File: src/rtl/vga_pkg.sv
// Shared VGA scanout constants: default 640x480@60 timing, pixel width and vgaData bit map.
package vga_pkg;

    // Horizontal timing in pixel clocks
    localparam int unsigned H_ACTIVE = 640;
    localparam int unsigned H_FP     = 16;
    localparam int unsigned H_SYNC   = 96;
    localparam int unsigned H_BP     = 48;
    localparam int unsigned H_TOTAL  = H_ACTIVE + H_FP + H_SYNC + H_BP;

    // Vertical timing in lines
    localparam int unsigned V_ACTIVE = 480;
    localparam int unsigned V_FP     = 10;
    localparam int unsigned V_SYNC   = 2;
    localparam int unsigned V_BP     = 33;
    localparam int unsigned V_TOTAL  = V_ACTIVE + V_FP + V_SYNC + V_BP;

    // Sync active level: 0 gives active-low pulses
    localparam bit SYNC_POL = 1'b0;

    localparam int unsigned FIFO_DEPTH = 16;

    // Pixel is {R[2:0],G[2:0],B[1:0]}
    localparam int unsigned PIX_W = 8;
    localparam int unsigned VGA_W = 10;

    // vgaData bit positions
    localparam int unsigned HS_BIT = 9;
    localparam int unsigned VS_BIT = 8;
    localparam int unsigned R_MSB  = 7;
    localparam int unsigned R_LSB  = 5;
    localparam int unsigned G_MSB  = 4;
    localparam int unsigned G_LSB  = 2;
    localparam int unsigned B_MSB  = 1;
    localparam int unsigned B_LSB  = 0;

    typedef logic [PIX_W-1:0] pix_t;

    // Pin level of a sync signal given whether its pulse is asserted
    function automatic logic sync_level(input logic asserted, input logic pol);
        return asserted ? pol : ~pol;
    endfunction

endpackage

File: src/rtl/pix_fifo.sv
// Synchronous pixel FIFO; rdata shows the head entry whenever the FIFO is not empty.
module pix_fifo #(
    parameter int unsigned DEPTH = 16,
    parameter int unsigned WIDTH = 8
) (
    input  logic             clk,
    input  logic             rst_n,
    input  logic             push,
    input  logic [WIDTH-1:0] wdata,
    input  logic             pop,
    output logic [WIDTH-1:0] rdata,
    output logic             full,
    output logic             empty
);

    localparam int unsigned AW    = $clog2(DEPTH);
    localparam int unsigned PTR_W = AW + 1;

    logic [PTR_W-1:0] wr_ptr_q, wr_ptr_d;
    logic [PTR_W-1:0] rd_ptr_q, rd_ptr_d;
    logic [WIDTH-1:0] mem_q [DEPTH];
    logic             push_ok;
    logic             pop_ok;

    // Occupancy flags from wrap-bit pointers; writes to a full FIFO are dropped
    always_comb begin
        empty    = (wr_ptr_q == rd_ptr_q);
        full     = (wr_ptr_q[AW] != rd_ptr_q[AW]) && (wr_ptr_q[AW-1:0] == rd_ptr_q[AW-1:0]);
        push_ok  = push && !full;
        pop_ok   = pop && !empty;
        wr_ptr_d = push_ok ? wr_ptr_q + PTR_W'(1) : wr_ptr_q;
        rd_ptr_d = pop_ok  ? rd_ptr_q + PTR_W'(1) : rd_ptr_q;
        rdata    = mem_q[rd_ptr_q[AW-1:0]];
    end

    // Pointer registers; reset discards contents by emptying the FIFO
    always_ff @(posedge clk or negedge rst_n) begin
        if (!rst_n) begin
            wr_ptr_q <= '0;
            rd_ptr_q <= '0;
        end else begin
            wr_ptr_q <= wr_ptr_d;
            rd_ptr_q <= rd_ptr_d;
        end
    end

    // Storage array, no reset needed since empty gates every read
    always_ff @(posedge clk) begin
        if (push_ok) begin
            mem_q[wr_ptr_q[AW-1:0]] <= wdata;
        end
    end

endmodule

File: src/rtl/vga_scanout.sv
// VGA scanout: pixel FIFO plus raster counters, sync decode and registered vgaData output.
module vga_scanout #(
    parameter int unsigned H_ACTIVE   = vga_pkg::H_ACTIVE,
    parameter int unsigned H_FP       = vga_pkg::H_FP,
    parameter int unsigned H_SYNC     = vga_pkg::H_SYNC,
    parameter int unsigned H_BP       = vga_pkg::H_BP,
    parameter int unsigned V_ACTIVE   = vga_pkg::V_ACTIVE,
    parameter int unsigned V_FP       = vga_pkg::V_FP,
    parameter int unsigned V_SYNC     = vga_pkg::V_SYNC,
    parameter int unsigned V_BP       = vga_pkg::V_BP,
    parameter bit          SYNC_POL   = vga_pkg::SYNC_POL,
    parameter int unsigned FIFO_DEPTH = vga_pkg::FIFO_DEPTH
) (
    input  logic                      cin,
    input  logic                      rst_n,
    input  logic [vga_pkg::PIX_W-1:0] pix_data,
    input  logic                      pix_valid,
    output logic                      pix_ready,
    output logic                      frame_start,
    output logic                      underflow,
    input  logic                      clr_underflow,
    output logic [vga_pkg::VGA_W-1:0] vgaData
);

    import vga_pkg::*;

    localparam int unsigned H_TOTAL  = H_ACTIVE + H_FP + H_SYNC + H_BP;
    localparam int unsigned V_TOTAL  = V_ACTIVE + V_FP + V_SYNC + V_BP;
    localparam int unsigned HW       = $clog2(H_TOTAL);
    localparam int unsigned VW       = $clog2(V_TOTAL);
    localparam int unsigned HS_START = H_ACTIVE + H_FP;
    localparam int unsigned HS_END   = HS_START + H_SYNC;
    localparam int unsigned VS_START = V_ACTIVE + V_FP;
    localparam int unsigned VS_END   = VS_START + V_SYNC;

    localparam logic [VGA_W-1:0] VGA_RST = {~SYNC_POL, ~SYNC_POL, {PIX_W{1'b0}}};

    logic [HW-1:0]    h_cnt_q, h_cnt_d;
    logic [VW-1:0]    v_cnt_q, v_cnt_d;
    logic [VGA_W-1:0] vga_q, vga_d;
    logic             frame_start_q, frame_start_d;
    logic             underflow_q, underflow_d;

    logic             active_c;
    logic             hs_on_c;
    logic             vs_on_c;
    logic             pop_c;
    logic             push_c;
    logic             fifo_full;
    logic             fifo_empty;
    pix_t             fifo_rdata;

    pix_fifo #(
        .DEPTH (FIFO_DEPTH),
        .WIDTH (PIX_W)
    ) u_pix_fifo (
        .clk   (cin),
        .rst_n (rst_n),
        .push  (push_c),
        .wdata (pix_data),
        .pop   (pop_c),
        .rdata (fifo_rdata),
        .full  (fifo_full),
        .empty (fifo_empty)
    );

    // Producer handshake: accept whenever the FIFO has room
    always_comb begin
        pix_ready = !fifo_full;
        push_c    = pix_valid && !fifo_full;
    end

    // Raster counters: h wraps at end of line and advances v, v wraps at end of frame
    always_comb begin
        h_cnt_d = h_cnt_q + HW'(1);
        v_cnt_d = v_cnt_q;
        if (h_cnt_q == HW'(H_TOTAL - 1)) begin
            h_cnt_d = '0;
            if (v_cnt_q == VW'(V_TOTAL - 1)) begin
                v_cnt_d = '0;
            end else begin
                v_cnt_d = v_cnt_q + VW'(1);
            end
        end
    end

    // Decode current raster position into the next output word, pop and underflow
    always_comb begin
        active_c = (h_cnt_q < HW'(H_ACTIVE)) && (v_cnt_q < VW'(V_ACTIVE));
        hs_on_c  = (h_cnt_q >= HW'(HS_START)) && (h_cnt_q < HW'(HS_END));
        vs_on_c  = (v_cnt_q >= VW'(VS_START)) && (v_cnt_q < VW'(VS_END));
        pop_c    = active_c && !fifo_empty;

        vga_d         = '0;
        vga_d[HS_BIT] = sync_level(hs_on_c, SYNC_POL);
        vga_d[VS_BIT] = sync_level(vs_on_c, SYNC_POL);
        if (pop_c) begin
            vga_d[R_MSB:B_LSB] = fifo_rdata;
        end

        frame_start_d = (h_cnt_q == '0) && (v_cnt_q == '0);

        // A fresh underflow takes priority over a clear in the same cycle
        underflow_d = underflow_q;
        if (clr_underflow) begin
            underflow_d = 1'b0;
        end
        if (active_c && fifo_empty) begin
            underflow_d = 1'b1;
        end
    end

    // State and output registers
    always_ff @(posedge cin or negedge rst_n) begin
        if (!rst_n) begin
            h_cnt_q       <= '0;
            v_cnt_q       <= '0;
            vga_q         <= VGA_RST;
            frame_start_q <= 1'b0;
            underflow_q   <= 1'b0;
        end else begin
            h_cnt_q       <= h_cnt_d;
            v_cnt_q       <= v_cnt_d;
            vga_q         <= vga_d;
            frame_start_q <= frame_start_d;
            underflow_q   <= underflow_d;
        end
    end

    assign vgaData     = vga_q;
    assign frame_start = frame_start_q;
    assign underflow   = underflow_q;

endmodule

File: config.mk
export PLATFORM = sky130hd
export DESIGN_NAME = vga_scanout
export DESIGN_NICKNAME = d
export VERILOG_FILES = /design/src/rtl/vga_pkg.sv /design/src/rtl/pix_fifo.sv /design/src/rtl/vga_scanout.sv
export SDC_FILE = /design/constraint.sdc
export NUM_CORES = 1
export LEC_CHECK = 0
export BUFFER_PORTS_ARGS = -buffer_cell sky130_fd_sc_hd__clkbuf_2
export CAP_MARGIN = 20
export CORE_ASPECT_RATIO = 1.4
export CORE_MARGIN = 10
export CORE_UTILIZATION = 60
export DETAILED_ROUTE_END_ITERATION = 10
export PLACE_DENSITY = 0.85
export SLEW_MARGIN = 10
export SYNTH_ARGS = -nofsm -noshare
export SYNTH_HDL_FRONTEND = slang
export SYNTH_SLANG_ARGS = --single-unit
File: constraint.sdc
create_clock -name cin -period 3 [get_ports cin]
set_input_delay 0.15 -clock cin [delete_from_list [all_inputs] [get_ports cin]]
set_output_delay 0.15 -clock cin [all_outputs]
set_load 0.03 [all_outputs]
==> results.json <==
{
  "setup_tns_ns": 0,
  "critical_path.top_delay_family": "simple AND/OR/NAND/NOR gates",
  "crit_path_max_fanout": 17,
  "setup_violations": 0,
  "grt_pass1_vias": 3993,
  "drive_gt1_share_pct": 25.3,
  "synth_top_family_by_area": "multiplexers",
  "layout_commonest_cell": "edfxtp_1",
  "comb_power_share_pct": 28.3,
  "cts_setup_buffers": 0,
  "p_int_mw": 5.02,
  "synth-compound-area-share_pct": 5.01,
  "grt.overflow.total": 0,
  "fin_area_sq_mm": 0.00797,
  "ctsHtreeMaxLevel": 4,
  "swShare_pct": 32.0,
  "power_frac_seq_pct": 42.2,
  "met3_length_um": 949,
  "place_congestion": 0.880,
  "clock_latency_ns": 0.43,
  "cts_tree": "built",
  "routedLengthMet1_um": 5340,
  "syn_avg_cell_area_sq_um": 17.6,
  "antennaDiodeCount": 0,
  "yosys.area_share.adder_pct": 1.59,
  "p_per_area_mw_per_mm2": 926,
  "grt_use_total_pct": 18.3,
  "pin_count": 25,
  "synth_xor_area_share_pct": 3.79,
  "grt_pass1_wl_um": 23200,
  "post_cts_resized": 0,
  "cp_num_buf_inv": 0,
  "cts-buffers-inserted": 17,
  "worstSetupPathType": "flip-flop to flip-flop",
  "clkPwrFrac_pct": 29.5,
  "start_kind": "flip-flop",
  "cp_num_cells": 4,
  "ff2ff_path_depth": 4,
  "dr.pass1.iters": 5,
  "status": "completed",
  "slew_headroom_pct": 45.4,
  "vias": 3900,
  "fp.dieH_um": 148,
  "dp_hpwl_um": 9380,
  "drc": 0,
  "yosys_warnings": 0,
  "leakagePower_nw": 2.83,
  "async_reset_ff_share_pct": 24.7,
  "die_width_um": 112,
  "synth_edf_count": 128,
  "placed_area_sq_mm": 0.00732,
  "clk_pin_slew_ns": 0.06,
  "topRoutingLayerUsed": "met4",
  "fmax_mhz": 440,
  "layout.nets": 459,
  "min_path_cells": 3,
  "vdd_drop_max_uv": 519,
  "core_area_sq_mm": 0.0115,
  "synth-simple-area-share_pct": 7.71,
  "synth.area.mux_share_pct": 10.6,
  "power_mw": 7.38,
  "fin_util_pct": 69.6,
  "maxCapViolCount": 0,
  "worstHoldStart": "pix_valid",
  "finalWirelength_um": 14600,
  "worstMarginPinSlew_ns": 0.816,
  "syn_area_sq_mm": 0.00706,
  "crit_chain": "xnor2_2, and4_4, a21boi_4, and4b_1",
  "skew_ns": 0.00588,
  "final_cell_mix": "128 x edfxtp_1, 39 x dfrtp_1, 31 x mux4_2, 24 x clkbuf_2, 18 x clkbuf_16",
  "hold_class": "input port to flip-flop",
  "slew_violations": 0,
  "finalHoldViolations": 0,
  "antenna_found_initial": 0,
  "vias_per_cell": 6.55,
  "root_buffer": "clkbuf_16",
  "slowest_delay_ns": 0.70,
  "worstPathArrival_ns": 2.34,
  "ys_seq_area_share_pct": 69.3,
  "synth_cells": 402,
  "synth_seq_cells": 170,
  "finalCritPeriodShare_pct": 75.7,
  "worstPathRequired_ns": 3.07,
  "start_util_pct": 61.7,
  "syn-num-nets": 423,
  "port-buffer-count": 24,
  "area_growth_syn_to_layout_pct": 12.8,
  "die_area_sq_mm": 0.0166,
  "rsz0062_at_grt": "false",
  "drt_iter0_drc": 456,
  "p_sw_mw": 2.36,
  "ys.flop_type": "edfxtp_1",
  "synth_cell_types": 50,
  "ant_nets": 0,
  "wl_per_cell_um": 24.5,
  "hold_buffers": 2,
  "critPathLaunch": "u_pix_fifo.wr_ptr_q[2]$_DFFE_PN0P_",
  "rows": 46,
  "min_period_ns": 2.27,
  "r2r-start": "u_pix_fifo.wr_ptr_q[2]$_DFFE_PN0P_",
  "clock_tree.buffer_depth": 2,
  "wl_met2_um": 7820,
  "cpMaxStageDelayCell": "dfrtp_1",
  "cts_sinks": 170,
  "cp-end-kind": "flip-flop",
  "grt_max_degree": 43
}
==> stage by stage <==
step	std cells	hold slack, ns	setup slack [ns]
2_1_floorplan	402	-0.146	0.654
3_3_place_gp	560	0.343	0.876
3_5_place_dp	560	0.348	0.778
4_1_cts	594	0.0937	0.744
5_1_grt	595	0.117	0.589
6_report	595	0.109	0.729
==> cell families after synthesis <==
logic type,after synthesis
DFF,170
and+or+nand+nor,87
AOI/OAI and AO/OA,51
muxes,35
xor gates and xnor gates,25
buffers and inverters,25
adders and majority gates,9
==> metal layers <==
metal | GRT usage, % | vias up
met1 | 21.5 | 1985
met5 | 0 | -
li1 | - | 1677
met3 | 4.67 | 41
met2 | 30.8 | 197
met4 | 8.44 | 0
==> tightest hold or removal path, delay by kind of cell <==
| family | cells | cell delay, ns |
|---|---|---|
| AOI/OAI and AO/OA | 1 | 0.12 |
| buffers and inverters | 1 | 0.14 |
| xor gates and xnor gates | 1 | 0.08 |
==> path summary, 6_finish.rpt <==
kind                                                           end  slack (ns)
worst max-delay path              u_pix_fifo.mem_q[8][4]$_DFFE_PP_        0.73
min in group asynchronous                     h_cnt_q[7]$_DFF_PN0_        0.25
worst min register to register                h_cnt_q[0]$_DFF_PN0_        0.51
worst min-delay path            u_pix_fifo.wr_ptr_q[2]$_DFFE_PN0P_        0.11
max in group asynchronous                     vgaData[8]$_DFF_PN1_        2.17
worst max register to register    u_pix_fifo.mem_q[8][4]$_DFFE_PP_        0.73
==> power groups by stage <==
stage	Combinational, mW	Clock (mW)	Sequential (mW)
finish	2.09	2.17	3.12
global route	2.24	2.30	3.14
CTS	2.10	2.20	3.11
detailed placement	2.06	0	3.15
global placement	2.00	0	3.12
floorplan	1.59	0	3.13
==> cells in the mapped netlist (all sizes together) (2+ instances only) <==
cell / instances / area, sq um
inv: 7 / 26.3
mux2i: 2 / 20.0
a21oi: 9 / 48.8
and4: 4 / 37.5
dfrtp: 40 / 1000
clkbuf: 6 / 22.5
a22oi: 14 / 105
nor4: 3 / 18.8
mux2: 2 / 30.0
nand3: 15 / 75.1
and3: 13 / 81.3
mux4: 31 / 698
nor2: 11 / 41.3
nand2: 11 / 41.3
a31oi: 5 / 31.3
nor3: 4 / 31.3
xor2: 7 / 80.1
o21ai: 13 / 80.1
ha: 9 / 113
buf: 12 / 90.1
o211ai: 5 / 37.5
nand4: 6 / 52.6
and2: 2 / 12.5
nor2b: 4 / 25.0
nor4b: 6 / 58.8
xnor2: 18 / 188
nand3b: 2 / 15.0
dfstp: 2 / 52.6
edfxtp: 128 / 3840
and4b: 3 / 30.0
==> state kept, by name, summed over array words and instances, names as in the netlist <==
name / cells
h_cnt_q: 10
vgaData: 10
v_cnt_q: 10
frame_start: 1
underflow: 1
u_pix_fifo.rd_ptr_q: 5
u_pix_fifo.wr_ptr_q: 5
u_pix_fifo.mem_q: 128
==> cell type report <==
| cell class | instances | area, sq um |
|---|---|---|
| clock buffers | 21 | 482 |
| repair buffers | 35 | 228 |
| clock inverters | 11 | 119 |
| multi-input cells | 207 | 2030 |
| fillers | 690 | 3490 |
| inverters | 7 | 26.3 |
| flip-flops and latches | 170 | 4900 |
| well taps | 144 | 180 |
Note: power is estimated with default switching activity, not from simulation.
